<file path="src/rtl/pipelined_bypass_subtractor_if.sv">
// Operand/result stream bundle for pipelined_bypass_subtractor.
//
// Optional macro: PIPELINED_BYPASS_SUBTRACTOR_OVERFLOW_EN adds oOverflow.
//
// Signals (named from the subtractor's point of view):
//   iValid / oReady          operand beat handshake (producer -> unit)
//   iA, iB, iBorrow          minuend, subtrahend, borrow-in
//   oValid / iReady          result beat handshake (unit -> consumer)
//   oDiff, oBorrow           difference and borrow-out
//   oOverflow                signed overflow flag (optional)
// Modports: slave = subtractor side, master = producer/consumer side.
interface pipelined_bypass_subtractor_if #(
    parameter int unsigned ADDER_WIDTH = 32
);
    logic                   iValid;
    logic                   oReady;
    logic [ADDER_WIDTH-1:0] iA;
    logic [ADDER_WIDTH-1:0] iB;
    logic                   iBorrow;
    logic                   oValid;
    logic                   iReady;
    logic [ADDER_WIDTH-1:0] oDiff;
    logic                   oBorrow;
`ifdef PIPELINED_BYPASS_SUBTRACTOR_OVERFLOW_EN
    logic                   oOverflow;

    modport slave (
        input  iValid, iA, iB, iBorrow, iReady,
        output oReady, oValid, oDiff, oBorrow, oOverflow
    );
    modport master (
        output iValid, iA, iB, iBorrow, iReady,
        input  oReady, oValid, oDiff, oBorrow, oOverflow
    );
`else
    modport slave (
        input  iValid, iA, iB, iBorrow, iReady,
        output oReady, oValid, oDiff, oBorrow
    );
    modport master (
        output iValid, iA, iB, iBorrow, iReady,
        input  oReady, oValid, oDiff, oBorrow
    );
`endif
endinterface

</file>
<file path="src/rtl/pipelined_bypass_subtractor.sv">
// Streaming N-bit subtractor: oDiff = iA - iB - iBorrow, one BLOCK_WIDTH block
// resolved per pipeline stage with block-level borrow bypass. Throughput of one
// beat per cycle, valid/ready on both sides, fully registered outputs.
//
// Optional macro: PIPELINED_BYPASS_SUBTRACTOR_OVERFLOW_EN adds a registered
// signed-overflow flag (bus.oOverflow) aligned with oDiff.
//
// Ports:
//   iClk   clock, rising edge
//   iRstn  asynchronous active-low reset; discards all in-flight beats
//   bus    pipelined_bypass_subtractor_if.slave (operand/result streams)
module pipelined_bypass_subtractor #(
    parameter int unsigned ADDER_WIDTH = 32,
    parameter int unsigned BLOCK_WIDTH = 8
) (
    input logic                          iClk,
    input logic                          iRstn,
    pipelined_bypass_subtractor_if.slave bus
);

    localparam int unsigned STAGES = ADDER_WIDTH / BLOCK_WIDTH;
    localparam int unsigned MSB    = ADDER_WIDTH - 1;

    if ((BLOCK_WIDTH == 0) || (BLOCK_WIDTH > ADDER_WIDTH) ||
        ((ADDER_WIDTH % BLOCK_WIDTH) != 0)) begin : gBadCfg
        $error("ADDER_WIDTH must be a non-zero multiple of BLOCK_WIDTH");
    end

    // Subtraction is done as A + ~B + ~borrowIn, so the pipeline carries ~B and
    // a true carry; the borrow-out is the inverted carry of the top block.
    logic [STAGES-1:0]      validQ;
    logic [STAGES-1:0]      carryQ;
    logic [STAGES-1:0]      adv;
    logic [ADDER_WIDTH-1:0] diffQ [STAGES];
    logic [ADDER_WIDTH-1:0] aQ    [STAGES];
    logic [ADDER_WIDTH-1:0] nbQ   [STAGES];

    for (genvar k = 0; k < STAGES; k++) begin : gStage
        logic [ADDER_WIDTH-1:0] aIn;
        logic [ADDER_WIDTH-1:0] nbIn;
        logic [ADDER_WIDTH-1:0] diffIn;
        logic [ADDER_WIDTH-1:0] diffNext;
        logic                   cIn;
        logic                   vIn;
        logic [BLOCK_WIDTH-1:0] aBlk;
        logic [BLOCK_WIDTH-1:0] nbBlk;
        logic [BLOCK_WIDTH-1:0] sumBlk;
        logic                   rippleCarry;
        logic                   cOut;

        if (k == 0) begin : gIn
            assign aIn    = bus.iA;
            assign nbIn   = ~bus.iB;
            assign cIn    = ~bus.iBorrow;
            assign vIn    = bus.iValid;
            assign diffIn = '0;
        end else begin : gIn
            assign aIn    = aQ[k-1];
            assign nbIn   = nbQ[k-1];
            assign cIn    = carryQ[k-1];
            assign vIn    = validQ[k-1];
            assign diffIn = diffQ[k-1];
        end

        // Unrolled form of adv_k = ~valid_k | adv_{k+1}: a stage may move
        // whenever any stage at or above it is empty or the consumer is ready.
        assign adv[k] = bus.iReady | ~(&validQ[STAGES-1:k]);

        always_comb begin
            aBlk   = aIn[k*BLOCK_WIDTH +: BLOCK_WIDTH];
            nbBlk  = nbIn[k*BLOCK_WIDTH +: BLOCK_WIDTH];
            {rippleCarry, sumBlk} = {1'b0, aBlk} + {1'b0, nbBlk}
                                  + {{BLOCK_WIDTH{1'b0}}, cIn};
            // All bits propagate: the block is transparent to the carry.
            cOut     = (&(aBlk ^ nbBlk)) ? cIn : rippleCarry;
            diffNext = diffIn;
            diffNext[k*BLOCK_WIDTH +: BLOCK_WIDTH] = sumBlk;
        end

        always_ff @(posedge iClk or negedge iRstn) begin
            if (!iRstn) begin
                validQ[k] <= 1'b0;
                carryQ[k] <= 1'b1;  // reads as borrow-out 0 at the output
                diffQ[k]  <= '0;
                aQ[k]     <= '0;
                nbQ[k]    <= '0;
            end else if (adv[k]) begin
                validQ[k] <= vIn;
                carryQ[k] <= cOut;
                diffQ[k]  <= diffNext;
                aQ[k]     <= aIn;
                nbQ[k]    <= nbIn;
            end
        end

`ifdef PIPELINED_BYPASS_SUBTRACTOR_OVERFLOW_EN
        if (k == STAGES - 1) begin : gOvf
            logic ovfQ;

            // Operand signs differ (A msb != B msb, i.e. A msb == ~B msb) and
            // the result sign differs from A.
            always_ff @(posedge iClk or negedge iRstn) begin
                if (!iRstn) begin
                    ovfQ <= 1'b0;
                end else if (adv[k]) begin
                    ovfQ <= (aIn[MSB] == nbIn[MSB]) & (diffNext[MSB] != aIn[MSB]);
                end
            end

            assign bus.oOverflow = ovfQ;
        end
`endif
    end

    assign bus.oReady  = adv[0];
    assign bus.oValid  = validQ[STAGES-1];
    assign bus.oDiff   = diffQ[STAGES-1];
    assign bus.oBorrow = ~carryQ[STAGES-1];

endmodule

</file>
<file path="src/flat_wrapper.sv">
// flat-port wrapper written by rule: the top's interface ports become plain ports
module pipelined_bypass_subtractor_flat 
#(
    parameter int unsigned ADDER_WIDTH = 32,
    parameter int unsigned BLOCK_WIDTH = 8
)
  (iClk, iRstn, bus_iValid, bus_iA, bus_iB, bus_iBorrow, bus_iReady, bus_oReady, bus_oValid, bus_oDiff, bus_oBorrow);
  pipelined_bypass_subtractor_if #(.ADDER_WIDTH(ADDER_WIDTH)) bus_i ();
  input logic iClk;
  input logic iRstn;
  input wire logic [$bits(bus_i.iValid)-1:0] bus_iValid;
  input wire logic [$bits(bus_i.iA)-1:0] bus_iA;
  input wire logic [$bits(bus_i.iB)-1:0] bus_iB;
  input wire logic [$bits(bus_i.iBorrow)-1:0] bus_iBorrow;
  input wire logic [$bits(bus_i.iReady)-1:0] bus_iReady;
  output wire logic [$bits(bus_i.oReady)-1:0] bus_oReady;
  output wire logic [$bits(bus_i.oValid)-1:0] bus_oValid;
  output wire logic [$bits(bus_i.oDiff)-1:0] bus_oDiff;
  output wire logic [$bits(bus_i.oBorrow)-1:0] bus_oBorrow;
  assign bus_i.iValid = bus_iValid;
  assign bus_i.iA = bus_iA;
  assign bus_i.iB = bus_iB;
  assign bus_i.iBorrow = bus_iBorrow;
  assign bus_i.iReady = bus_iReady;
  assign bus_oReady = bus_i.oReady;
  assign bus_oValid = bus_i.oValid;
  assign bus_oDiff = bus_i.oDiff;
  assign bus_oBorrow = bus_i.oBorrow;
  pipelined_bypass_subtractor #(.ADDER_WIDTH(ADDER_WIDTH), .BLOCK_WIDTH(BLOCK_WIDTH)) u_core (.iClk(iClk), .iRstn(iRstn), .bus(bus_i));
endmodule
</file>
<file path="config.mk">
export PLATFORM = sky130hd
export DESIGN_NAME = pipelined_bypass_subtractor_flat
export DESIGN_NICKNAME = d
export VERILOG_FILES = /design/src/rtl/pipelined_bypass_subtractor_if.sv /design/src/rtl/pipelined_bypass_subtractor.sv /design/src/flat_wrapper.sv
export SDC_FILE = /design/constraint.sdc
export NUM_CORES = 1
export LEC_CHECK = 0
export BUFFER_PORTS_ARGS = -buffer_cell sky130_fd_sc_hd__buf_4
export CELL_PAD_IN_SITES_DETAIL_PLACEMENT = 0
export CELL_PAD_IN_SITES_GLOBAL_PLACEMENT = 1
export CORE_MARGIN = 4
export CORE_UTILIZATION = 48
export DETAILED_ROUTE_END_ITERATION = 6
export GPL_TIMING_DRIVEN = 0
export MAX_ROUTING_LAYER = met4
export PLACE_DENSITY_LB_ADDON = 0.1
export SETUP_SLACK_MARGIN = 0.2
export SLEW_MARGIN = 0
export SYNTH_ARGS = -nofsm -noshare
export SYNTH_HDL_FRONTEND = slang
export SYNTH_SLANG_ARGS = --single-unit
export TNS_END_PERCENT = 20
</file>
<file path="constraint.sdc">
create_clock -name iClk -period 4.6 [get_ports iClk]
set_input_delay 0.69 -clock iClk [delete_from_list [all_inputs] [get_ports iClk]]
set_output_delay 0.69 -clock iClk [all_outputs]
set_load 0.01 [all_outputs]
</file>
---- Yosys cells after proc, flatten, opt, wreduce, memory -nomap -nowiden ----
Index checks and enable logic that the tools add are counted.
word-level totals
  bits in registers ....................... 280
  word-level logic and storage cells ...... 52
  output and inout bits ................... 35
operators by class
  reductions and logical operators ........ 7
  bitwise gates (word level) .............. 15
  add/sub/neg operators ................... 8
  multiplexer cells ....................... 4
operator list
  operator                                number
  8-bit by 8-bit adder with 9-bit output  4
  9-bit by 1-bit adder with 9-bit output  4
  32-bit inverter                         1
  8-bit AND reduction                     4
  8-bit XOR                               4
  1-bit inverter                          6
  1-bit 2-to-1 mux                        4
  1-bit OR                                4
  4-bit AND reduction                     1
  3-bit AND reduction                     1
  2-bit AND reduction                     1

---- Logic depth before layout (Yosys ltp) ----
Gate-level depths: netlist of run 1.
  depth in word-level cells ............... 4
  mapped depth ............................ 8
  gate-level depth less buffers ........... 8

---- Least setup slack after synthesis of run 1 ----
No wires, ideal clock.
  kind .................................... in2reg
  from .................................... input port bus_iBorrow
  to ...................................... register u_core.carryQ[0], in the netlist u_core.gStage[1].cIn
  stages on the path ...................... 8
  path slack .............................. 2171 ps
  data arrival time ....................... 2343 ps
  path through ............................ inv_1 > fa_1 > fa_1 > a211oi_1 > nor2_1 > o31a_1 > o32ai_1 > a21oi_1
on the way
  cells in the longest elaborated chain, start to end .. 3
ends and longest elaborated chain
  element                                 line                               text
  start: declaration                      flat_wrapper.sv:14                 input wire logic [$bits(bus_i.iBorrow)-1:0] bus_iBorrow;
  1-bit inverter (*)                      pipelined_bypass_subtractor.sv:54  assign cIn = ~bus.iBorrow;
  9-bit by 1-bit adder with 9-bit output  pipelined_bypass_subtractor.sv:73  + {{BLOCK_WIDTH{1'b0}}, cIn};
  1-bit 2-to-1 mux (*)                    pipelined_bypass_subtractor.sv:75  cOut = (&(aBlk ^ nbBlk)) ? cIn : rippleCarry;
  end signal: indexed assignment          pipelined_bypass_subtractor.sv:89  carryQ[k] <= cOut;
  end: declaration                        pipelined_bypass_subtractor.sv:32  logic [STAGES-1:0] carryQ;
Mark *: on every way between the ends. The rest lies on a longest branch, timed or not.
A chain may end at the register's enable or synchronous reset.

---- Worst setup path after layout of run 1 ----
  from .................................... register u_core.validQ[1], in the netlist u_core.gStage[2].vIn
  to ...................................... output port bus_oReady
on the way
  cells in the longest elaborated chain, start to end .. 3
ends and longest elaborated chain
  element                           line                               text
  start: declaration                pipelined_bypass_subtractor.sv:31  logic [STAGES-1:0] validQ;
  start signal: indexed assignment  pipelined_bypass_subtractor.sv:88  validQ[k] <= vIn;
  4-bit AND reduction               pipelined_bypass_subtractor.sv:67  assign adv[k] = bus.iReady | ~(&validQ[STAGES-1:k]);
  1-bit inverter                    pipelined_bypass_subtractor.sv:67
  1-bit OR                          pipelined_bypass_subtractor.sv:67
  end: declaration                  flat_wrapper.sv:16                 output wire logic [$bits(bus_i.oReady)-1:0] bus_oReady;
Every way passes these cells.

==> flow_summary.json, run 1 <==
{
  "cellLeakagePower_nw": 4.94,
  "synthXorXnorAreaFrac_pct": 1.59,
  "antenna_cells": 0,
  "status": "complete, no violations",
  "place_congestion": 0.829,
  "hold_viol_final": 0,
  "synth-simple-area-share_pct": 19.5,
  "yosysSeqAreaShare_pct": 55.9,
  "num_rows": 47,
  "ys.flop_type": "dfrtp_1",
  "period_minus_slack_ns": 2.74,
  "finClkSkew_ns": 0.00808,
  "die_w_um": 139,
  "power_density_nw_per_um2": 513,
  "place.detailed.hpwl_um": 13300,
  "fin_crit_sh_pct": 59.5,
  "tightest_slew_ns": 0.604,
  "syn_area_um2": 8240,
  "syn_inst": 852,
  "grt_setup_unrepaired": "no",
  "ys_warn_count": 0,
  "synth_seq_cells": 184,
  "crit_buf_inv": 4,
  "vias_per_cell": 4.93,
  "area_delta_synth_final_pct": 19.6,
  "overflow": 0,
  "cts_buffers": 17,
  "grt_max_degree": 105,
  "hold_buffers": 0,
  "synth_compound_area_share_pct": 9.28,
  "synth_top_area_share_pct": 54.7,
  "seq_power_share_pct": 46.1,
  "switching_power_w": 0.00160,
  "hold_class": "in2async",
  "synth_area_leaders": "dfrtp_1 55%, nand2_1 15%, ha_1 4.9%",
  "crit_type": "reg2out",
  "power_frac_comb_pct": 27.7,
  "p_int_w": 0.00345,
  "route.detailed.drc": 0,
  "cp_data_arrival_time_ns": 2.05,
  "path_clk_slew_ns": 0.07,
  "synth_top_cell_by_area": "dfrtp_1",
  "path_common_cell": "buf_2",
  "die_h_um": 139,
  "initial_core_util_pct": 49.3,
  "cpMaxStageDelayCell": "dfrtp_1",
  "stdcell_count": 1207,
  "synth_top_family_by_area": "simple AND/OR/NAND/NOR gates",
  "core-area_um2": 16700,
  "fill_cells": 1574,
  "fin_tns_setup_ns": 0,
  "antenna_found_initial": 0,
  "dp.cells": 1176,
  "vias": 5948,
  "end_kind": "output port",
  "nets": 1084,
  "drive_above_1_share_pct": 19.3,
  "grt_usage_pct": 19.4,
  "slew-limit-headroom_pct": 59.7,
  "finalPower_w": 0.00505,
  "critPathLaunch": "u_core.gStage[2].vIn",
  "layout_commonest_cell": "nand2_1",
  "ys_types": 49,
  "ant_nets": 0,
  "cts_tree": "built",
  "cp_cell_sequence": "and4b_1, buf_2, and2_4, inv_2, buf_2, buf_4",
  "clock_path_buffers": 2,
  "synthMuxAreaShare_pct": 3.90,
  "drv_slew": 0,
  "power_frac_clock_pct": 26.2,
  "vdd_drop_max_mv": 0.297,
  "slowest_delay_ns": 0.42,
  "p_sw_share_pct": 31.7,
  "grt_pass1_wl_um": 29400,
  "cts_resized": 0,
  "cts-root-buf": "clkbuf_16",
  "crit_required_ns": 3.91,
  "syn_area_per_cell_um2": 9.67,
  "cap_violations": 0,
  "fmax_mhz": 366,
  "final_cell_mix": "321 x nand2_1, 180 x dfrtp_1, 103 x buf_4",
  "worstReg2RegStart": "u_core.gStage[3].cIn",
  "pin_count": 104,
  "drt_pass1_iterations": 4,
  "first_global_vias": 5830,
  "clock_sinks": 184,
  "synth_nets": 961,
  "cts_setup_buffers": 0,
  "port_buffers": 103,
  "synthAdderAreaFrac_pct": 6.80,
  "critPathMaxFanout": 10,
  "cp_top_family": "buffers and inverters",
  "drt_iter0_drc": 267,
  "synth_edf_count": 0,
  "die_area_um2": 19300,
  "wl_um": 17600,
  "critPathLaunchType": "flip-flop",
  "clk_latency_ns": 0.43,
  "htree_levels": 4,
  "finalSetupViolations": 0,
  "wl_per_cell_um": 14.5,
  "synthArstFlopShare_pct": 100
}
cells in the mapped netlist (all sizes together), types with 5 or more instances:
cell type,n
nor3,6
ha,32
clkbuf,15
mux2,25
nor3b,5
nor2,43
o21ai,37
a211oi,10
dfrtp,180
a21oi,43
nand2,321
xor2,12
inv,20
fa,8
a21o,10
buf,23
nand4,7
per-layer routing:
layer  up-vias  routed length (um)  share of wire [%]  track usage [%]
met1      2790                9030                 51             28.9
met5         -                   0                  0                -
li1       3049                   -                  -                -
met2       100                7680                 44             27.8
met3         9                 741                4.2             4.28
met4         0                 108               0.62             3.86
final cells by class:
type,instances,area (um^2),share of cell area [%]
clock inverter,11,75.1,0.762
inverter,20,75.1,0.762
timing repair buffer,104,808,8.20
multi-input combinational,610,3390,34.4
sequential,184,4610,46.8
buffer,38,170,1.73
clock buffer,20,457,4.63
tap,220,275,2.79
state kept, by name (all words and copies together) (netlist names):
name	cells
u_core.bus.oValid	1
u_core.carryQ	1
u_core.gStage.aIn	48
u_core.gStage.cIn	3
u_core.gStage.nbIn	48
u_core.gStage.vIn	3
u_core.gStage.diffIn	48
u_core.bus.oDiff	32
power groups by stage:
stage / clock network (W) / registers, W / logic, W
finish: 0.00132 / 0.00233 / 0.00140
global route: 0.00142 / 0.00239 / 0.00158
CTS: 0.00135 / 0.00233 / 0.00142
detailed placement: 0 / 0.00236 / 0.00142
global placement: 0 / 0.00235 / 0.00140
floorplan: 0 / 0.00233 / 0.000840
stage by stage:
| step | instance area [um^2] | hold WS (ns) | setup slack (ns) | utilization (%) |
|---|---|---|---|---|
| after detailed placement | 9320 | 0.455 | 1.93 | 55.8 |
| after global routing | 9860 | 0.278 | 1.79 | 59.0 |
| after global placement | 9290 | 0.448 | 1.69 | 55.6 |
| final | 9860 | 0.211 | 1.86 | 59.0 |
| after floorplan | 8240 | 0.394 | 2.17 | - |
| after CTS | 9860 | 0.250 | 1.84 | 59.0 |
worst reg2reg max path, stage by stage, from the launching register on:
cell,delay (ns)
dfstp_2,0.39
fa_1,0.47
inv_1,0.09
fa_1,0.20
nor2b_1,0.08
o31a_1,0.28
o31a_1,0.26
a2111oi_2,0.28
o31ai_1,0.13
worst paths after layout:
| check | endpoint | slack [ns] | cells past startpoint |
|---|---|---|---|
| max | bus_oReady | 1.86 | 6 |
| min | u_core.bus.oDiff[3] | 0.21 | 1 |
| max reg2reg | u_core.carryQ[3] | 2.34 | 8 |
| min reg2reg | u_core.gStage[2].diffIn[2] | 0.47 | 2 |
| max in group asynchronous | u_core.gStage[1].cIn | 3.47 | 2 |
| min in group iClk | u_core.gStage[1].nbIn[25] | 0.42 | 2 |
kinds of logic (layout without fill, tap and decap cells):
kind of cell	after synthesis	in the layout
xor gates and xnor gates	15	15
DFF	184	184
adders and majority gates	40	40
AOI/OAI and AO/OA	125	125
and+or+nand+nor	401	401
muxes	29	29
buffers and inverters	58	193
(Power assumes the default switching activity.)
==> run 2, diff against run 1 <==
--- a/config.mk
+++ b/config.mk
@@ -9,7 +9,7 @@
 export CELL_PAD_IN_SITES_DETAIL_PLACEMENT = 0
 export CELL_PAD_IN_SITES_GLOBAL_PLACEMENT = 1
 export CORE_MARGIN = 4
-export CORE_UTILIZATION = 48
+export CORE_UTILIZATION = 45
 export DETAILED_ROUTE_END_ITERATION = 6
 export GPL_TIMING_DRIVEN = 0
 export MAX_ROUTING_LAYER = met4
==> constraint.sdc (replaced) <==
create_clock -name iClk -period 2.8 [get_ports iClk]
set_input_delay 0.42 -clock iClk [delete_from_list [all_inputs] [get_ports iClk]]
set_output_delay 0.42 -clock iClk [all_outputs]
set_load 0.01 [all_outputs]
==> run 2 against run 1 <==
First-iteration DRC count grew 28%. Cell area is 0.70% higher. Sequential share of layout area down 0.32 points. Die area up 6.3%. Sequential cell count unchanged. Power up 68%. Final cell count up 0.91%. Worst setup slack got worse by 1.5 ns. Non-clock buffer count grew 1. Clock power up 79%. Via count decreased by 0.18%.
==> flow_summary.json, run 2 (synthesis gave the netlist of run 1 again) <==
{
  "final_cell_mix": "321 x nand2_1, 180 x dfrtp_1, 103 x buf_4",
  "cts_setup_buffers": 0,
  "cap_violations": 0,
  "finClkSkew_ns": 0.00722,
  "die_w_um": 143,
  "vdd_drop_max_mv": 0.469,
  "clk_latency_ns": 0.43,
  "slew-limit-headroom_pct": 59.8,
  "num_rows": 49,
  "drive_above_1_share_pct": 19.3,
  "hold_viol_final": 0,
  "vias": 5937,
  "stdcell_count": 1218,
  "finalSetupViolations": 0,
  "clock_path_buffers": 2,
  "antenna_found_initial": 0,
  "cp_data_arrival_time_ns": 2.04,
  "fmax_mhz": 407,
  "grt_pass1_wl_um": 30700,
  "nets": 1085,
  "overflow": 0,
  "cts_buffers": 17,
  "cts_tree": "built",
  "drt_pass1_iterations": 5,
  "wl_per_cell_um": 15.0,
  "power_density_nw_per_um2": 857,
  "ant_nets": 0,
  "tightest_slew_ns": 0.603,
  "crit_required_ns": 2.38,
  "drv_slew": 0,
  "area_delta_synth_final_pct": 20.4,
  "hold_class": "in2reg",
  "period_minus_slack_ns": 2.46,
  "drt_iter0_drc": 343,
  "die_h_um": 143,
  "grt_usage_pct": 19.5,
  "seq_area_um2": 4610,
  "place_congestion": 0.859,
  "first_global_vias": 5912,
  "antenna_cells": 0,
  "fin_crit_sh_pct": 87.7,
  "dpl_worst_slack_ns": 0.399,
  "core-area_um2": 18000,
  "place.detailed.hpwl_um": 13600,
  "port_buffers": 103,
  "timing.hold.ws_ns": 0.148,
  "cellLeakagePower_nw": 4.98,
  "route.detailed.drc": 0,
  "critPathLaunchType": "flip-flop",
  "multi_input_area_um2": 3390,
  "layout_commonest_cell": "nand2_1",
  "fin_tns_setup_ns": 0,
  "vias_per_cell": 4.87,
  "grt_max_degree": 107,
  "pin_count": 104,
  "htree_levels": 4,
  "finalPower_w": 0.00851,
  "setup_slack_ns": 0.344,
  "crit_type": "reg2out",
  "critPathMaxFanout": 10,
  "wl_um": 18200,
  "initial_core_util_pct": 45.9,
  "fill_cells": 1715,
  "end_kind": "output port",
  "cts_resized": 0,
  "dp.cells": 1185,
  "cts-root-buf": "clkbuf_16",
  "grt_setup_unrepaired": "no",
  "die_area_um2": 20500,
  "clock_sinks": 184,
  "path_clk_slew_ns": 0.07,
  "status": "complete, no violations"
}
## run 2: cell types whose count changed in the layout (fill, tap and decap cells not counted)
cell / change
dlygate4sd3_1: +1
clkinvlp_4: -3
clkbuf_8: -2
clkinv_4: +4
inv_6: -1
bufinv_16: +2
inv_8: +1
## run 2: layout make-up
| type | instances | share of cell area [%] |
|---|---|---|
| inverters | 20 | 0.756 |
| clock buffers | 18 | 4.32 |
| well taps | 229 | 2.89 |
| clock inverters | 14 | 1.51 |
| plain buffers | 38 | 1.71 |
| multi-input cells | 610 | 34.1 |
| flip-flops and latches | 184 | 46.4 |
| repair buffers | 105 | 8.25 |
## run 2: timing repair
item,in CTS,in global routing
endpoints found under the hold margin,23,0
endpoints found under the setup margin,0,0
hold buffers,1,0
## run 2: per-layer routing
layer / share of wire (%) / vias up / track usage (%) / routed length [um]
met5: 0 / - / - / 0
met4: 1.1 / 0 / 5.20 / 205
met3: 3.3 / 17 / 2.96 / 603
met2: 43 / 99 / 28.2 / 7850
met1: 52 / 2769 / 29.0 / 9560
li1: - / 3052 / - / -
## run 2: worst paths after layout
kind / start / end / slack (ns) / cells past startpoint
worst max register to register: u_core.gStage[3].cIn / u_core.carryQ[3] / 0.54 / 8
min in group asynchronous: iRstn / u_core.bus.oDiff[8] / 0.55 / 2
worst min register to register: u_core.gStage[3].diffIn[6] / u_core.gStage[3].diffIn[6] / 0.46 / 2
worst min-delay path: bus_iB[14] / u_core.gStage[1].nbIn[14] / 0.15 / 2
worst max-delay path: u_core.gStage[2].vIn / bus_oReady / 0.34 / 6
max in group asynchronous: iRstn / u_core.gStage[2].aIn[28] / 1.33 / 3
## run 2: metrics by stage
step	area, um^2	util, %
final	9920	55.2
after global routing	9920	55.2
after CTS	9920	55.2
after detailed placement	9340	52.0
after global placement	9300	51.8
after floorplan	8240	-
## run 2: power by group
| part | switching, W | internal [W] |
|---|---|---|
| clock network | 0.00104 | 0.00132 |
| logic | 0.00121 | 0.00111 |
| registers | 0.000435 | 0.00338 |
| total | 0.00269 | 0.00582 |
## run 2: critical path: stages (launching register included)
cell	delay (ns)
dfrtp_1	0.43
and4b_1	0.25
buf_2	0.17
and2_4	0.18
inv_2	0.11
buf_2	0.29
buf_4	0.18
==> run 3, diff against run 2 <==
--- a/config.mk
+++ b/config.mk
@@ -8,7 +8,6 @@
 export BUFFER_PORTS_ARGS = -buffer_cell sky130_fd_sc_hd__buf_4
 export CELL_PAD_IN_SITES_DETAIL_PLACEMENT = 0
 export CELL_PAD_IN_SITES_GLOBAL_PLACEMENT = 1
-export CORE_MARGIN = 4
 export CORE_UTILIZATION = 45
 export DETAILED_ROUTE_END_ITERATION = 6
 export GPL_TIMING_DRIVEN = 0
==> run 3 against run 2 <==
Cell area increased by 0.26%. First-iteration DRC count decreased by 19%. Register-to-register slack about the same. Largest cell class unchanged. Largest power group unchanged.
==> flow_summary.json, run 3 (synthesis gave the netlist of run 1 again) <==
{
  "status": "complete, no violations",
  "cts-root-buf": "clkbuf_16",
  "tightest_slew_ns": 0.618,
  "path_clk_slew_ns": 0.07,
  "vdd_drop_max_mv": 0.449,
  "cap_violations": 0,
  "crit_buf_inv": 4,
  "slew-limit-headroom_pct": 58.8,
  "grt_usage_pct": 21.2,
  "cp_cell_sequence": "and4b_1, buf_2, and2_4, inv_2, buf_2, buf_4",
  "die_w_um": 137,
  "clock_path_buffers": 2,
  "antenna_cells": 0,
  "power_density_nw_per_um2": 862,
  "fin_crit_sh_pct": 88.5,
  "die_h_um": 137,
  "end_kind": "output port",
  "cp_data_arrival_time_ns": 2.06,
  "grt_setup_unrepaired": "no",
  "met2_usage_pct": 29.8,
  "route.detailed.drc": 0,
  "fin_tns_setup_ns": 0,
  "finalPower_w": 0.00858,
  "pin_count": 104,
  "cellLeakagePower_nw": 4.99,
  "drive_above_1_share_pct": 19.3,
  "overflow": 0,
  "clock_sinks": 184,
  "die_area_um2": 18900,
  "crit_type": "reg2out",
  "crit_required_ns": 2.38,
  "slowest_delay_ns": 0.43,
  "cp_top_family": "buffers and inverters",
  "critPathMaxFanout": 10,
  "critical_path_cell_count": 6,
  "nets": 1085,
  "hold_class": "in2reg",
  "area_delta_synth_final_pct": 20.8,
  "place_congestion": 0.886,
  "drv_slew": 0,
  "cts_tree": "built",
  "core-area_um2": 18000,
  "fmax_mhz": 403,
  "final_util_pct": 55.4,
  "min_path_cells": 2,
  "htree_levels": 4,
  "clk_latency_ns": 0.43,
  "drt_pass1_iterations": 4,
  "cpMaxStageDelayCell": "dfrtp_1",
  "initial_core_util_pct": 45.9,
  "drt_iter0_drc": 279,
  "period_minus_slack_ns": 2.48,
  "finClkSkew_ns": 0.00654,
  "gr-usage-met3_pct": 3.72,
  "use_met1_pct": 31.2,
  "rr_worst_depth": 8,
  "num_rows": 49,
  "grt.busiest_layer": "met1",
  "first_global_vias": 5551,
  "grt_pass1_wl_um": 29300,
  "vias_per_cell": 4.90,
  "finalSetupViolations": 0,
  "wl_per_cell_um": 14.7,
  "vias": 5959,
  "critPathLaunchType": "flip-flop",
  "final_cell_mix": "321 x nand2_1, 180 x dfrtp_1, 103 x buf_4",
  "grt_max_degree": 112,
  "place.detailed.hpwl_um": 13300,
  "path_common_cell": "buf_2",
  "wl_um": 17900,
  "layout_commonest_cell": "nand2_1",
  "cts_buffers": 17,
  "hold_viol_final": 0,
  "port_buffers": 103,
  "ant_nets": 0,
  "antenna_found_initial": 0
}
## run 3: cell count changes in the layout (fill, tap and decap cells not counted), sizes merged
cell / delta
clkinv: -4
clkbuf: +2
inv: +1
## run 3: final timing paths
kind | from | endpoint | slack, ns
setup reg to reg | u_core.gStage[3].nbIn[24] | u_core.carryQ[3] | 0.54
setup / recovery | u_core.gStage[2].vIn | bus_oReady | 0.32
min in group asynchronous | iRstn | u_core.bus.oDiff[8] | 0.53
max in group asynchronous | iRstn | u_core.gStage[1].aIn[17] | 1.36
hold reg to reg | u_core.gStage[1].aIn[30] | u_core.gStage[1].aIn[30] | 0.47
hold / removal | bus_iB[23] | u_core.gStage[1].nbIn[23] | 0.15
## run 3: where the power goes
| part | leakage (nW) | switching [W] | internal, W |
|---|---|---|---|
| Sequential | 2.17 | 0.000443 | 0.00338 |
| Clock | 0.291 | 0.00104 | 0.00140 |
| Combinational | 2.52 | 0.00121 | 0.00111 |
| Total | 4.99 | 0.00269 | 0.00589 |
## run 3: metrics by stage
stage               cell area, um^2  hold WS (ns)  setup slack, ns  instances
floorplan                      8240         0.124            0.641        852
detailed placement             9340         0.423            0.389       1185
global route                   9950         0.137            0.231       1217
finish                         9950         0.148            0.321       1217
CTS                            9950         0.138            0.311       1217
global placement               9300         0.449            0.142       1184
## run 3: final cells by class
class | count | area, um^2
Clock inverter | 11 | 139
Buffer | 38 | 170
Inverter | 20 | 75.1
Clock buffer | 20 | 467
Multi-Input combinational cell | 610 | 3390
Tap cell | 229 | 287
Fill cell | 1682 | 8010
Sequential cell | 184 | 4610
Timing Repair Buffer | 105 | 818
## run 3: routing by layer
layer	wire length [um]	vias up
li1	-	3050
met1	9470	2808
met2	7760	87
met3	538	14
met4	181	0
met5	0	-
## run 3: repair_timing
item | in CTS | in global routing
gates resized for setup | 0 | 0
setup buffers | 0 | 0
hold endpoints to repair | 71 | 0
hold buffers | 1 | 0
## run 3: worst register-to-register path: stages, from the launching register on
cell and delay [ns]:
dfrtp_1 0.41, fa_1 0.46, inv_1 0.09, fa_1 0.20, nor2b_1 0.07, o31a_1 0.29
o31a_1 0.26, a2111oi_2 0.29, o31ai_1 0.12
